--- config.mk ---
export PLATFORM = sky130hd
export DESIGN_NAME = maxpool_channel_sched
export DESIGN_NICKNAME = d
export VERILOG_FILES = /design/src/rtl/maxpool_pkg.sv /design/src/rtl/pool_lat_timer.sv /design/src/rtl/maxpool_channel_sched.sv
export SDC_FILE = /design/constraint.sdc
export NUM_CORES = 1
export LEC_CHECK = 0
export CORE_MARGIN = 4
export CORE_UTILIZATION = 45
export CTS_CLUSTER_SIZE = 20
export DETAILED_ROUTE_END_ITERATION = 12
export HOLD_SLACK_MARGIN = 0.15
export PLACE_DENSITY = 0.85
export SETUP_SLACK_MARGIN = 0.02
export SLEW_MARGIN = 30
export SYNTH_ARGS = -nofsm -noshare
export SYNTH_HDL_FRONTEND = slang
export SYNTH_SLANG_ARGS = --single-unit
--- constraint.sdc ---
create_clock -name clk -period 1.7 [get_ports clk]
set_input_delay 0.34 -clock clk [delete_from_list [all_inputs] [get_ports clk]]
set_output_delay 0.34 -clock clk [all_outputs]
set_load 0.01 [all_outputs]
--- src/rtl/maxpool_pkg.sv ---
// Shared types for the maxpool channel scheduler.
// Holds the FSM state encoding and the pool-latency counter width.
package maxpool_pkg;

    localparam int LAT_W = 4;

    typedef enum logic [2:0] {
        ST_IDLE,
        ST_LOAD,
        ST_WAIT,
        ST_OUT,
        ST_DONE
    } state_t;

endpackage

--- src/rtl/pool_lat_timer.sv ---
// Loadable down-counter with a zero flag.
// Times the WAIT phase while the pool datapath settles.
module pool_lat_timer
    import maxpool_pkg::*;
(
    input  logic             clk,
    input  logic             reset,
    input  logic             load,
    input  logic [LAT_W-1:0] load_val,
    input  logic             dec,
    output logic             zero
);

    logic [LAT_W-1:0] count;

    always_ff @(posedge clk or posedge reset) begin
        if (reset) begin
            count <= '0;
        end else if (load) begin
            count <= load_val;
        end else if (dec && !zero) begin
            count <= count - 1'b1;
        end
    end

    assign zero = (count == '0);

endmodule

--- src/rtl/maxpool_channel_sched.sv ---
// Sequences D channels through a shared max-pool datapath.
// Optional MAXPOOL_SCHED_PERF_EN adds the perf_cycles busy-cycle counter.
module maxpool_channel_sched
    import maxpool_pkg::*;
#(
    parameter int D        = 6,
    parameter int POOL_LAT = 2,
    parameter int CH_W     = 3
) (
    input  logic            clk,
    input  logic            reset,
    input  logic            start,
    input  logic            abort,
    output logic [CH_W-1:0] ch_idx,
    output logic            in_load,
    output logic            out_valid,
    input  logic            out_ready,
    output logic [CH_W-1:0] out_ch,
    output logic            busy,
`ifdef MAXPOOL_SCHED_PERF_EN
    output logic [15:0]     perf_cycles,
`endif
    output logic            done
);

    localparam logic [CH_W-1:0] LAST = CH_W'(D - 1);
    // WAIT exits on the zero flag, so load one less than the latency
    localparam logic [LAT_W-1:0] LAT_LD =
        LAT_W'((POOL_LAT == 0) ? 0 : POOL_LAT - 1);

    state_t          state, state_n;
    logic [CH_W-1:0] ch_n;
    logic            tmr_load;
    logic            tmr_dec;
    logic            tmr_zero;

    pool_lat_timer u_timer (
        .clk      (clk),
        .reset    (reset),
        .load     (tmr_load),
        .load_val (LAT_LD),
        .dec      (tmr_dec),
        .zero     (tmr_zero)
    );

    always_ff @(posedge clk or posedge reset) begin
        if (reset) begin
            state  <= ST_IDLE;
            ch_idx <= '0;
        end else begin
            state  <= state_n;
            ch_idx <= ch_n;
        end
    end

    always_comb begin
        state_n  = state;
        ch_n     = ch_idx;
        tmr_load = 1'b0;
        tmr_dec  = 1'b0;
        unique case (state)
            ST_IDLE: begin
                ch_n = '0;
                if (start) state_n = ST_LOAD;
            end
            ST_LOAD: begin
                tmr_load = 1'b1;
                state_n  = (POOL_LAT == 0) ? ST_OUT : ST_WAIT;
            end
            ST_WAIT: begin
                tmr_dec = 1'b1;
                if (tmr_zero) state_n = ST_OUT;
            end
            ST_OUT: begin
                if (out_ready) begin
                    if (ch_idx == LAST) begin
                        state_n = ST_DONE;
                    end else begin
                        state_n = ST_LOAD;
                        ch_n    = ch_idx + 1'b1;
                    end
                end
            end
            ST_DONE: begin
                state_n = ST_IDLE;
                ch_n    = '0;
            end
            default: begin
                state_n = ST_IDLE;
                ch_n    = '0;
            end
        endcase
        // abort overrides start and out_ready in every state
        if (abort) begin
            state_n = ST_IDLE;
            ch_n    = '0;
        end
    end

    assign in_load   = (state == ST_LOAD);
    assign out_valid = (state == ST_OUT);
    assign out_ch    = ch_idx;
    assign busy      = (state != ST_IDLE);
    assign done      = (state == ST_DONE);

`ifdef MAXPOOL_SCHED_PERF_EN
    always_ff @(posedge clk or posedge reset) begin
        if (reset) begin
            perf_cycles <= '0;
        end else if (state == ST_IDLE && start && !abort) begin
            perf_cycles <= '0;
        end else if (busy && perf_cycles != 16'hFFFF) begin
            perf_cycles <= perf_cycles + 16'd1;
        end
    end
`endif

endmodule

# Yosys cells after proc, flatten, opt, wreduce, memory -nomap -nowiden
# Cells that the tools add are included.
[word_totals]
in_bits = 5
regBits = 10
[classes]
n_eq_ne = 10
n_reduce_logical = 9
mux = 14
addsub = 2
[op_table]
columns = ["operator", "count"]
rows = [
  ["$mux W3", 8],
  ["$pmux W3 S4", 1],
  ["$mux W4", 2],
  ["$eq A3 B2 Y1 const B", 2],
  ["$eq A3 B3 Y1 const B", 2],
  ["$ne A3 B2 Y1 const B", 2],
  ["$ne A3 B3 Y1 const B", 2],
  ["$pmux W3 S2", 1],
  ["$reduce_and A3 Y1", 2],
  ["$logic_not A4 Y1", 1],
  ["$sub A4 B1 Y4 const B", 1],
  ["$add A3 B1 Y3 const B", 1],
  ["$eq A3 B1 Y1 const B", 1],
  ["$logic_not A3 Y1", 1],
  ["$reduce_bool A3 Y1", 1],
  ["$mux W1", 2],
  ["$ne A2 B1 Y1 const B", 1],
  ["$reduce_bool A2 Y1", 1],
  ["$reduce_or A2 Y1", 1],
  ["$logic_and A1 B1 Y1", 1],
  ["$logic_not A1 Y1", 1],
]

# Logic depth before layout (Yosys ltp)
# Gate-level depths: netlist (run 1).
[logic_depth]
word_depth = 5
depth_mapped = 5
depth_no_buf = 5

# Hierarchy
# A second synthesis (run 1) with hierarchy kept.
[hier_totals]
cells_unflattened = 72
area_unflattened_um2 = 683.2
[modules_own_cells]
columns = ["mod", "n_inst", "area_per_inst_um2", "cells_per_inst"]
rows = [
  ["maxpool_channel_sched", 1, 421.7, 44],
  ["pool_lat_timer", 1, 261.5, 28],
]

# Worst setup path after synthesis (run 1)
# Ideal clock, no wire load.
[synth_path]
path_type = "register to register"
start = "reg u_timer.count[0]"
end = "reg state[0]"
path_buffers = 0
setup_time_ns = 0.095
path_stages_with_launch = 6
setup_slack_ns = 0.255
required_ns = 1.605
t_arrival_ns = 1.349
cell_sequence = "dfrtp_1 inv_1 ha_1 or3b_4 and2_4 o32ai_2"
[synth_via]
elab_chain_len = 3
[synth_rtl]
columns = ["element", "line", "rtl"]
rows = [
  ["from (decl)", "pool_lat_timer.sv:14", "logic [LAT_W-1:0] count;"],
  ["from (signal assigned)", "pool_lat_timer.sv:20", "count <= load_val;"],
  ["from (signal assigned)", "pool_lat_timer.sv:22", "count <= count - 1'b1;"],
  ["$logic_not A4 Y1", "pool_lat_timer.sv:26", "assign zero = (count == '0);"],
  ["$ne A3 B2 Y1 (no line)", "n/a", ""],
  ["$reduce_and A3 Y1 (no line)", "n/a", ""],
  ["to (signal assigned)", "maxpool_channel_sched.sv:51", "state <= state_n;"],
  ["to (decl)", "maxpool_channel_sched.sv:31", "state_t state, state_n;"],
]
# No other way between the ends.
# A chain may end at the register's enable or synchronous reset.

# Worst setup path after layout (run 1)
[layout_path]
start = "reg state[1]"
end = "out out_valid"
[layout_via]
elab_chain_len = 1
[layout_rtl]
columns = ["element", "line", "rtl"]
rows = [
  ["$eq A3 B2 Y1", "maxpool_channel_sched.sv:101", "assign out_valid = (state == ST_OUT);"],
  ["to (decl)", "maxpool_channel_sched.sv:16", "output logic out_valid,"],
]
# No other way between the ends.

==> results of run 1 <==
==> how the worst max path moves through the flow <==
| stage | to | start | cells past startpoint | slack (ns) |
|---|---|---|---|---|
| global route | ch_idx[1] | ch_idx[1]$_DFFE_PP0P_ | 1 | 0.03 |
| detailed placement | in_load | state[1]$_DFFE_PP0P_ | 3 | -0.02 |
| finish | out_valid | state[1]$_DFFE_PP0P_ | 3 | 0.08 |
| CTS | in_load | state[1]$_DFFE_PP0P_ | 3 | 0.004 |
| global placement | in_load | state[1]$_DFFE_PP0P_ | 3 | 0.0007 |
| floorplan | state[0]$_DFFE_PP0P_ | u_timer.count[0]$_DFFE_PP0P_ | 5 | 0.26 |
==> worst max-delay path, cell delays in order, from the launching register on <==
cell,delay (ns)
dfrtp_1,0.41
buf_4,0.16
and3_1,0.16
dlygate4sd2_1,0.28
==> kinds of logic (layout without fill, tap and decap cells) <==
kind of cell	after synthesis	after routing	share of synthesized area
adder cells (fa/ha/maj)	4	4	0.0756
AO/OA/AOI/OAI	13	13	0.159
AND/OR/NAND/NOR	26	26	0.265
flip-flops	10	10	0.378
multiplexers	2	2	0.0302
buffers and inverters	13	33	0.0926
==> placed cells by master (no fill, tap or decap), types with 3 or more instances in the layout <==
cell,instances
clkbuf_4,3
nand3_1,5
dfrtp_1,10
and3_1,3
ha_1,4
buf_4,6
inv_1,8
clkdlybuf4s50_1,10
nand2_1,3
==> registers in the layout, summed over array words and instances (netlist names) <==
name / count
ch_idx: 3
state: 3
u_timer.count: 4
==> repair_timing <==
action	in CTS	in global routing
cloned	0	0
setup endpoints to repair	4	3
pin swaps	0	2
gates resized for setup	9	6
==> per-stage QoR <==
stage	setup WS [ns]	instance area [µm²]	cells	hold slack [ns]	setup TNS [ns]
finish	0.0814	858	103	0.343	0
global route	0.0267	858	103	0.386	0
CTS	0.00405	862	103	0.359	0
detailed placement	-0.0171	846	100	0.488	-0.0180
global placement	0.000712	846	100	0.474	0
floorplan	0.255	662	68	0.180	0
==> power groups by stage <==
stage	clock network [mW]	logic [mW]	registers, mW
floorplan	0	0.237	0.342
global placement	0	0.369	0.342
detailed placement	0	0.385	0.346
CTS	0.163	0.374	0.342
global route	0.171	0.415	0.352
finish	0.161	0.373	0.343
==> area by class of cell <==
cell class,instances,area [µm²],area share
multi-input cells,45,353,0.411
clock buffers,3,22.5,0.0262
flip-flops and latches,10,250,0.292
well taps,15,18.8,0.0219
inverters,9,33.8,0.0394
repair buffers,21,180,0.210
==> layer usage <==
layer  vias to the layer above  global-route usage
met5                         -                   0
li1                        283                   -
met2                        15               0.264
met3                         5              0.0430
met1                       267               0.171
met4                         0              0.0966
==> out/qor.txt, run 1 <==
Worst setup EP type = output pin
highest metal used = met4
endpoints failing setup = 0
Worst Skew = 0.00103 ns
Synth area leaders = dfrtp_1 (38%), ha_1 (7.6%), inv_1 (5.1%)
Least-Margin Pin Slew = 0.373 ns
Critical R2R Capture = state[0]$_DFFE_PP0P_
Die Y = 46.4 µm
Total GRT Usage = 0.157
Core ar. = 1350 µm²
die area = 2150 µm²
post-layout minimum cycle time = 1.62 ns
fill count = 118
Worst EP arrival = 1.28 ns
Tcrit/Tclk final = 0.952
Worst Setup Path Type = flop to output pin
CP startpoint kind = flop
total wire length = 1.44 mm
FF-to-FF Start = u_timer.count[0]$_DFFE_PP0P_
Setup Fix Bufs, Post-CTS = 0
Vias = 570
Clock Latency Late Sink = 0.26 ns
area of the mapped netlist = 662 µm²
hold-fix buffers at CTS = 0
post-DP HPWL = 1.16 mm
n_diodes = 0
clock sinks = 10
I/O Pins = 15
crit-path max FO = 5
initial drt markers = 4
register bit total from synthesis = 10
Flop pwr share = 0.391
post-synthesis sequential area ratio = 0.378
first-pass GRT wire length = 2.37 mm
CTS tree = done
worst endpoint required time = 1.36 ns
Num CTS Buffers = 3
H-tree depth = 1
Post-Syn Nets = 77
antenna violations before repair = 0
final core area utilization = 0.636
status = completed
Reg2Reg Depth = 5
met1 wire length = 611 µm
hold crit path type = input pin to asynchronous set/reset pin
flop2flop setup slack = 0.14 ns
Leak = 0.426 nW
Internal Dissipation = 0.568 mW
Initial DRT Pass Iterations = 3
syn_area_per_cell = 9.73 µm²
met2 WL post-DR = 717 µm
clock buffer depth = 2
largest area contributor in the synthesized netlist = dfrtp_1
maximum clock rate = 618 MHz
die width = 46.4 µm
gpl congestion = 0.790
EDFF count, synth = 0
Synth cell types = 33
RSZ-0062 raised after global routing = no
Clock power frac = 0.184
Post-synth top cells = dfrtp_1 (10), inv_1 (9), nand3_1 (5)
Worst-path clk slew = 0.06 ns
CTS Root Cell = clkbuf_4
Pwr Density = 1020 nW/µm²
vias per cell = 5.53
Final Hold Fails = 0
NetSw = 0.309 mW
Max-Cap Viols = 0
Layout area overhead = 29.7%
combinational share of power = 0.425
Synth Instances = 68
Tot Pwr = 0.877 mW
Synth top area share = 0.378
Sw Ratio = 0.353
input/output buffers = 14
share of layout cells above drive strength 1 = 0.261
wire per inst = 14.0 µm
final slew viol count = 0
post-route antenna net violation count = 0
largest net degree at the start of global routing = 11
vias in the first global route = 587
Main synth FF type = dfrtp_1
Slew Limit Headroom = 0.751
starting density of the core = 0.490
most frequent cell after synthesis = dfrtp_1
nets = 99
Synth warnings = 0
FFs w/ async S/R, synth = 1.00
std cell rows = 13
Peak VDD IR = 0.673 mV
DRC viols = 0
WL met3 = 71 µm
GR Overflow Total = 0
No activity file was read; power rests on OpenSTA's default activity.
==> run 2: changes to the inputs <==
Settings changed: SETUP_SLACK_MARGIN 0.02 to 0.5.
==> run 2 against run 1 <==
- maximum frequency up 1.2%
- sequential power up 1%
- worst setup slack better by 0.020 ns
- critical path type unchanged
- critical endpoint is now busy
- largest power group unchanged
==> out/qor.txt, run 2 (synthesis gave the netlist of run 1 again) <==
Worst Setup Path Type = flop to output pin
I/O Pins = 15 (unchanged)
Initial DRT Pass Iterations = 4 (+1)
Die Y = 46.4 µm (unchanged)
endpoints failing setup = 0 (unchanged)
nets = 120 (+21%)
placed cell area = 885 µm² (+4.6%)
maximum clock rate = 625 MHz (+1.2%)
final core area utilization = 0.864 (+0.228)
Reg2Reg Depth = 5 (unchanged)
vias per cell = 5.90 (+6.5%)
Peak VDD IR = 1.04 mV (+55%)
Layout area overhead = 76.2%
share of layout cells above drive strength 1 = 0.636 (+0.375)
Vias = 737 (+29%)
Biggest register = u_timer.count
crit-path max FO = 3 (-2)
H-tree depth = 1 (unchanged)
CP Cell Sequence = buf_6 -> or3_1 -> buf_2
Critical R2R Capture = state[0]$_DFFE_PP0P_
final slew viol count = 0 (unchanged)
hold crit path type = input pin to asynchronous set/reset pin
Max-Cap Viols = 0 (unchanged)
final instance area = 1170 µm² (+36%)
Worst setup EP type = output pin
Final Hold Fails = 0 (unchanged)
input/output buffers = 14 (unchanged)
largest net degree at the start of global routing = 11 (unchanged)
antenna violations before repair = 0 (unchanged)
Worst EP arrival = 1.26 ns (-0.02 ns)
Top Registers = u_timer.count: 4 flops, ch_idx: 3 flops, state: 3 flops
gpl congestion = 0.772 (-2.3%)
Critical Path Source = state[2]$_DFFE_PP0P_
wire per inst = 19.4 µm (+39%)
CP startpoint kind = flop
fin cells = 125 (+21%)
RSZ-0062 raised after global routing = yes
Least-Margin Pin Slew = 0.363 ns (-0.00969 ns)
DRC viols = 0 (unchanged)
Worst Skew = 0.000375 ns (-0.000653 ns)
Num CTS Buffers = 3 (unchanged)
CTS Root Cell = clkbuf_4
first-pass GRT wire length = 3.11 mm (+31%)
Core ar. = 1350 µm² (unchanged)
n_diodes = 0 (unchanged)
post-DP HPWL = 1.18 mm (+1.4%)
Worst-path clk slew = 0.06 ns (about the same)
Slew Limit Headroom = 0.756 (+0.00418)
area of the multi-input gates = 444 µm² (+26%)
placed cells = 103 (+3.0%)
status = completed
total wire length = 2.43 mm (+69%)
Tcrit/Tclk final = 0.941 (-0.0115)
slowest stage delay, CP = 0.39 ns (-0.02 ns)
GR Overflow Total = 0 (unchanged)
most frequent cells in the layout = buf_4 (18), buf_6 (17), dfrtp_1 (9), inv_2 (5)
Clock Latency Late Sink = 0.25 ns (about the same)
starting density of the core = 0.490 (unchanged)
fill count = 65 (-45%)
CTS tree = done
clock buffer depth = 2 (unchanged)
std cell rows = 13 (unchanged)
flop2flop setup slack = 0.12 ns (-0.02 ns)
post-layout minimum cycle time = 1.60 ns (-0.0196 ns)
clock sinks = 10 (unchanged)
commonest non-fill, non-tap cell in the layout = buf_4
worst endpoint required time = 1.36 ns (about the same)
Tot Pwr = 1.19 mW (+36%)
FF-to-FF Start = u_timer.count[1]$_DFFE_PP0P_
Leak = 0.569 nW (+34%)
slowest cell on the critical path = dfrtp_1
max FFs per register = 4 (unchanged)
Pwr Density = 1020 nW/µm² (-0.18%)
Total GRT Usage = 0.203 (+0.0464)
die width = 46.4 µm (unchanged)
Setup TNS Final = 0 ns (unchanged)
post-route antenna net violation count = 0 (unchanged)
Worst setup endpoint = busy
Sequential cell area = 251 µm² (+0.50%)
vias in the first global route = 651 (+11%)
initial drt markers = 27 (+23)
die area = 2150 µm² (unchanged)
## run 2: changes by cell type in the layout (fill, tap and decap cells not counted), sizes merged
cell	before	now
dlygate4sd2	1	0
buf	9	38
clkdlybuf4s50	10	4
## run 2: how the worst min path moves through the flow
stage          depth (start not counted)                           end  slack [ns]
3_5_place_dp                           1  u_timer.count[3]$_DFFE_PP0P_        0.49
5_1_grt                                2          state[2]$_DFFE_PP0P_        0.39
6_report                               2          state[0]$_DFFE_PP0P_        0.35
4_1_cts                                2  u_timer.count[0]$_DFFE_PP0P_        0.35
3_3_place_gp                           1  u_timer.count[3]$_DFFE_PP0P_        0.48
2_1_floorplan                          1         ch_idx[0]$_DFFE_PP0P_        0.18
## run 2: repair_timing
action / 4_1_cts / 5_1_grt
resized for setup: 57 / 18
endpoints found under the setup margin: 19 / 19
buffers inserted: 10 / 8
pin swaps: 3 / 5
hold buffers: 0 / 0
## run 2: where the power goes
group          switching, mW  total, mW  internal (mW)
registers             0.0550      0.348          0.293
logic                  0.311      0.646          0.335
clock network         0.0662      0.195          0.129
## run 2: through the flow
stage / hold slack, ns / worst slack (ns)
3_5_place_dp: 0.494 / 0.000674
5_1_grt: 0.387 / 0.0662
3_3_place_gp: 0.483 / 0.0249
4_1_cts: 0.353 / 0.0939
2_1_floorplan: 0.180 / 0.296
6_report: 0.349 / 0.101
## run 2: area by class of cell
| class | count | area share |
|---|---|---|
| clock buffers | 4 | 0.0311 |
| well taps | 15 | 0.0161 |
| repair buffers | 42 | 0.327 |
| flip-flops and latches | 10 | 0.216 |
| multi-input cells | 45 | 0.381 |
| inverters | 9 | 0.0290 |
## run 2: worst max-delay path: cells and delay by family, from the launching register on
| family | cells | cell delay [ns] |
|---|---|---|
| flops | 1 | 0.39 |
| simple gates | 1 | 0.35 |
| buf+inv | 2 | 0.27 |
## run 2: per-layer routing
layer / GRT usage / routed length, µm / vias to the layer above
li1: - / - / 330
met1: 0.282 / 1020 / 357
met2: 0.308 / 1150 / 39
met3: 0.0313 / 197 / 11
met4: 0.0909 / 65 / 0
met5: 0 / 0 / -
==> run 3: changes to the inputs <==
Settings changed: PLACE_DENSITY 0.85 to 0.73, SETUP_SLACK_MARGIN 0.5 to 0.4.
==> run 3 against run 2 <==
- the flow now finishes with violations (setup timing)
- critical path depth did not move
- largest cell class unchanged
- critical endpoint unchanged
- sequential share of layout area fell by 0.25 points
- worst setup slack lost 0.17 ns
- highest routed layer unchanged
==> out/qor.txt, run 3 (synthesis gave the netlist of run 1 again) <==
NetSw = 0.445 mW (+2.9%)
maximum clock rate = 566 MHz (-9.6%)
Worst-path clk slew = 0.08 ns (+0.02 ns)
RSZ-0062 raised after global routing = yes
Setup TNS Final = -0.0679 ns (-0.0679 ns)
vias in the first global route = 733 (+13%)
Total GRT Usage = 0.221 (+0.0176)
status = finished, violations left
violated checks = setup timing
clock buffer depth = 2 (unchanged)
fin cells = 128 (+2.4%)
n_diodes = 0 (unchanged)
Core ar. = 1350 µm² (unchanged)
total wire length = 2.52 mm (+3.5%)
Vias = 747 (+1.4%)
Layout area overhead = 78.3%
std cell rows = 13 (unchanged)
Pwr Density = 1010 nW/µm² (-1.3%)
crit-path max FO = 4 (+1)
DRC viols = 0 (unchanged)
hold-fix buffers at CTS = 0 (unchanged)
final setup margin = -0.0679 ns (-0.169 ns)
share of layout cells above drive strength 1 = 0.637 (+0.000805)
Fin Hold WS = 0.331 ns (-0.0181 ns)
worst endpoint required time = 1.36 ns (about the same)
die width = 46.4 µm (unchanged)
Least-Margin Pin Slew = 0.396 ns (+0.0332 ns)
Worst setup EP type = output pin
final slew viol count = 0 (unchanged)
placed cells = 102 (-0.97%)
combinational share of power = 0.547 (+0.004)
die area = 2150 µm² (unchanged)
Biggest register = u_timer.count
antenna violations before repair = 0 (unchanged)
Clock Latency Late Sink = 0.28 ns (+0.03 ns)
Worst Setup Path Type = flop to output pin
Final Hold Fails = 0 (unchanged)
commonest non-fill, non-tap cell in the layout = buf_4
first-pass GRT wire length = 3.25 mm (+4.6%)
endpoints failing setup = 1 (+1)
largest net degree at the start of global routing = 11 (unchanged)
pre-CTS WS = -0.0410 ns (-0.0417 ns)
max FFs per register = 4 (unchanged)
wire per inst = 19.7 µm (+1.1%)
Max-Cap Viols = 0 (unchanged)
Clock power frac = 0.157 (-0.007)
input/output buffers = 14 (unchanged)
post-route antenna net violation count = 0 (unchanged)
clock sinks = 10 (unchanged)
Slew Limit Headroom = 0.736 (-0.0199)
nets = 123 (+2.5%)
gpl congestion = 0.817 (+5.8%)
Worst EP arrival = 1.43 ns (+0.17 ns)
Num CTS Buffers = 3 (unchanged)
initial drt markers = 38 (+41%)
Flop pwr share = 0.295 (+0.003)
Tcrit/Tclk final = 1.04 (+0.0993)
final core area utilization = 0.874 (+0.0102)
GR Overflow Total = 0 (unchanged)
Worst Skew = 0.0152 ns (+0.0148 ns)
Sw Ratio = 0.375 (+0.0111)
hold crit path type = input pin to asynchronous set/reset pin
Peak VDD IR = 0.679 mV (-35%)
CP startpoint kind = flop
Leak = 0.578 nW (+1.7%)
Initial DRT Pass Iterations = 4 (unchanged)
starting density of the core = 0.490 (unchanged)
Top Registers = u_timer.count: 4 flops, ch_idx: 3 flops, state: 3 flops
Die Y = 46.4 µm (unchanged)
Internal Dissipation = 0.743 mW (-1.9%)
CTS Root Cell = clkbuf_4
H-tree depth = 1 (unchanged)
post-DP HPWL = 1.18 mm (-0.25%)
most frequent cells in the layout = buf_4 (20), buf_6 (16), dfrtp_1 (9)
vias per cell = 5.84 (-1.0%)
CTS tree = done
I/O Pins = 15 (unchanged)
post-layout minimum cycle time = 1.77 ns (+0.169 ns)
## run 3: cell types whose count changed in the layout (fill, tap and decap cells not counted), moves of 2 or more
cell             delta
clkdlybuf4s15_1     +2
buf_4               +2
ha_2                -2
a21oi_2             +2
ha_4                +2
## run 3: final cells by class
| cell class | count | area, µm² |
|---|---|---|
| fill | 71 | 170 |
| clock buffer | 4 | 26.3 |
| timing repair buffer | 45 | 405 |
| multi-input combinational | 45 | 442 |
| inverter | 9 | 36.3 |
| sequential | 10 | 251 |
| tap | 15 | 18.8 |
## run 3: worst paths after layout
kind	start	end	slack (ns)	depth (start not counted)
max	state[0]$_DFFE_PP0P_	busy	-0.07	3
max reg2reg	state[0]$_DFFE_PP0P_	state[0]$_DFFE_PP0P_	0.14	6
min reg2reg	u_timer.count[3]$_DFFE_PP0P_	u_timer.count[3]$_DFFE_PP0P_	0.50	1
max in group asynchronous	reset	ch_idx[1]$_DFFE_PP0P_	1.07	2
min in group clk	u_timer.count[3]$_DFFE_PP0P_	u_timer.count[3]$_DFFE_PP0P_	0.50	1
min	reset	ch_idx[2]$_DFFE_PP0P_	0.33	2
## run 3: per-layer routing
metal | part of all wire | GRT usage
met1 | 0.41 | 0.248
met2 | 0.50 | 0.390
met3 | 0.054 | 0.0547
met4 | 0.041 | 0.0909
met5 | 0 | 0
## run 3: stage by stage
step                power, mW  cell area [µm²]
floorplan               0.581              668
global placement        0.720              867
detailed placement      0.738              867
CTS                     0.987             1040
global route             1.26             1180
finish                   1.19             1180
## run 3: power by group through the flow
| stage | Sequential, mW | Clock [mW] | Combinational [mW] |
|---|---|---|---|
| 4_1_cts | 0.343 | 0.180 | 0.463 |
| 3_5_place_dp | 0.351 | 0 | 0.388 |
| 2_1_floorplan | 0.342 | 0 | 0.239 |
| 3_3_place_gp | 0.343 | 0 | 0.377 |
| 6_report | 0.351 | 0.187 | 0.650 |
| 5_1_grt | 0.359 | 0.207 | 0.695 |
## run 3: what timing repair did
item | in CTS | in global routing
endpoints found under the setup margin | 17 | 16
pin swaps | 6 | 12
cloned | 0 | 0
buffers inserted | 15 | 7
resized for setup | 48 | 26
## run 3: worst max-delay path: stages (launching register included)
cell and delay (ns):
dfrtp_1 0.44, buf_6 0.15, or3_1 0.40, buf_2 0.16
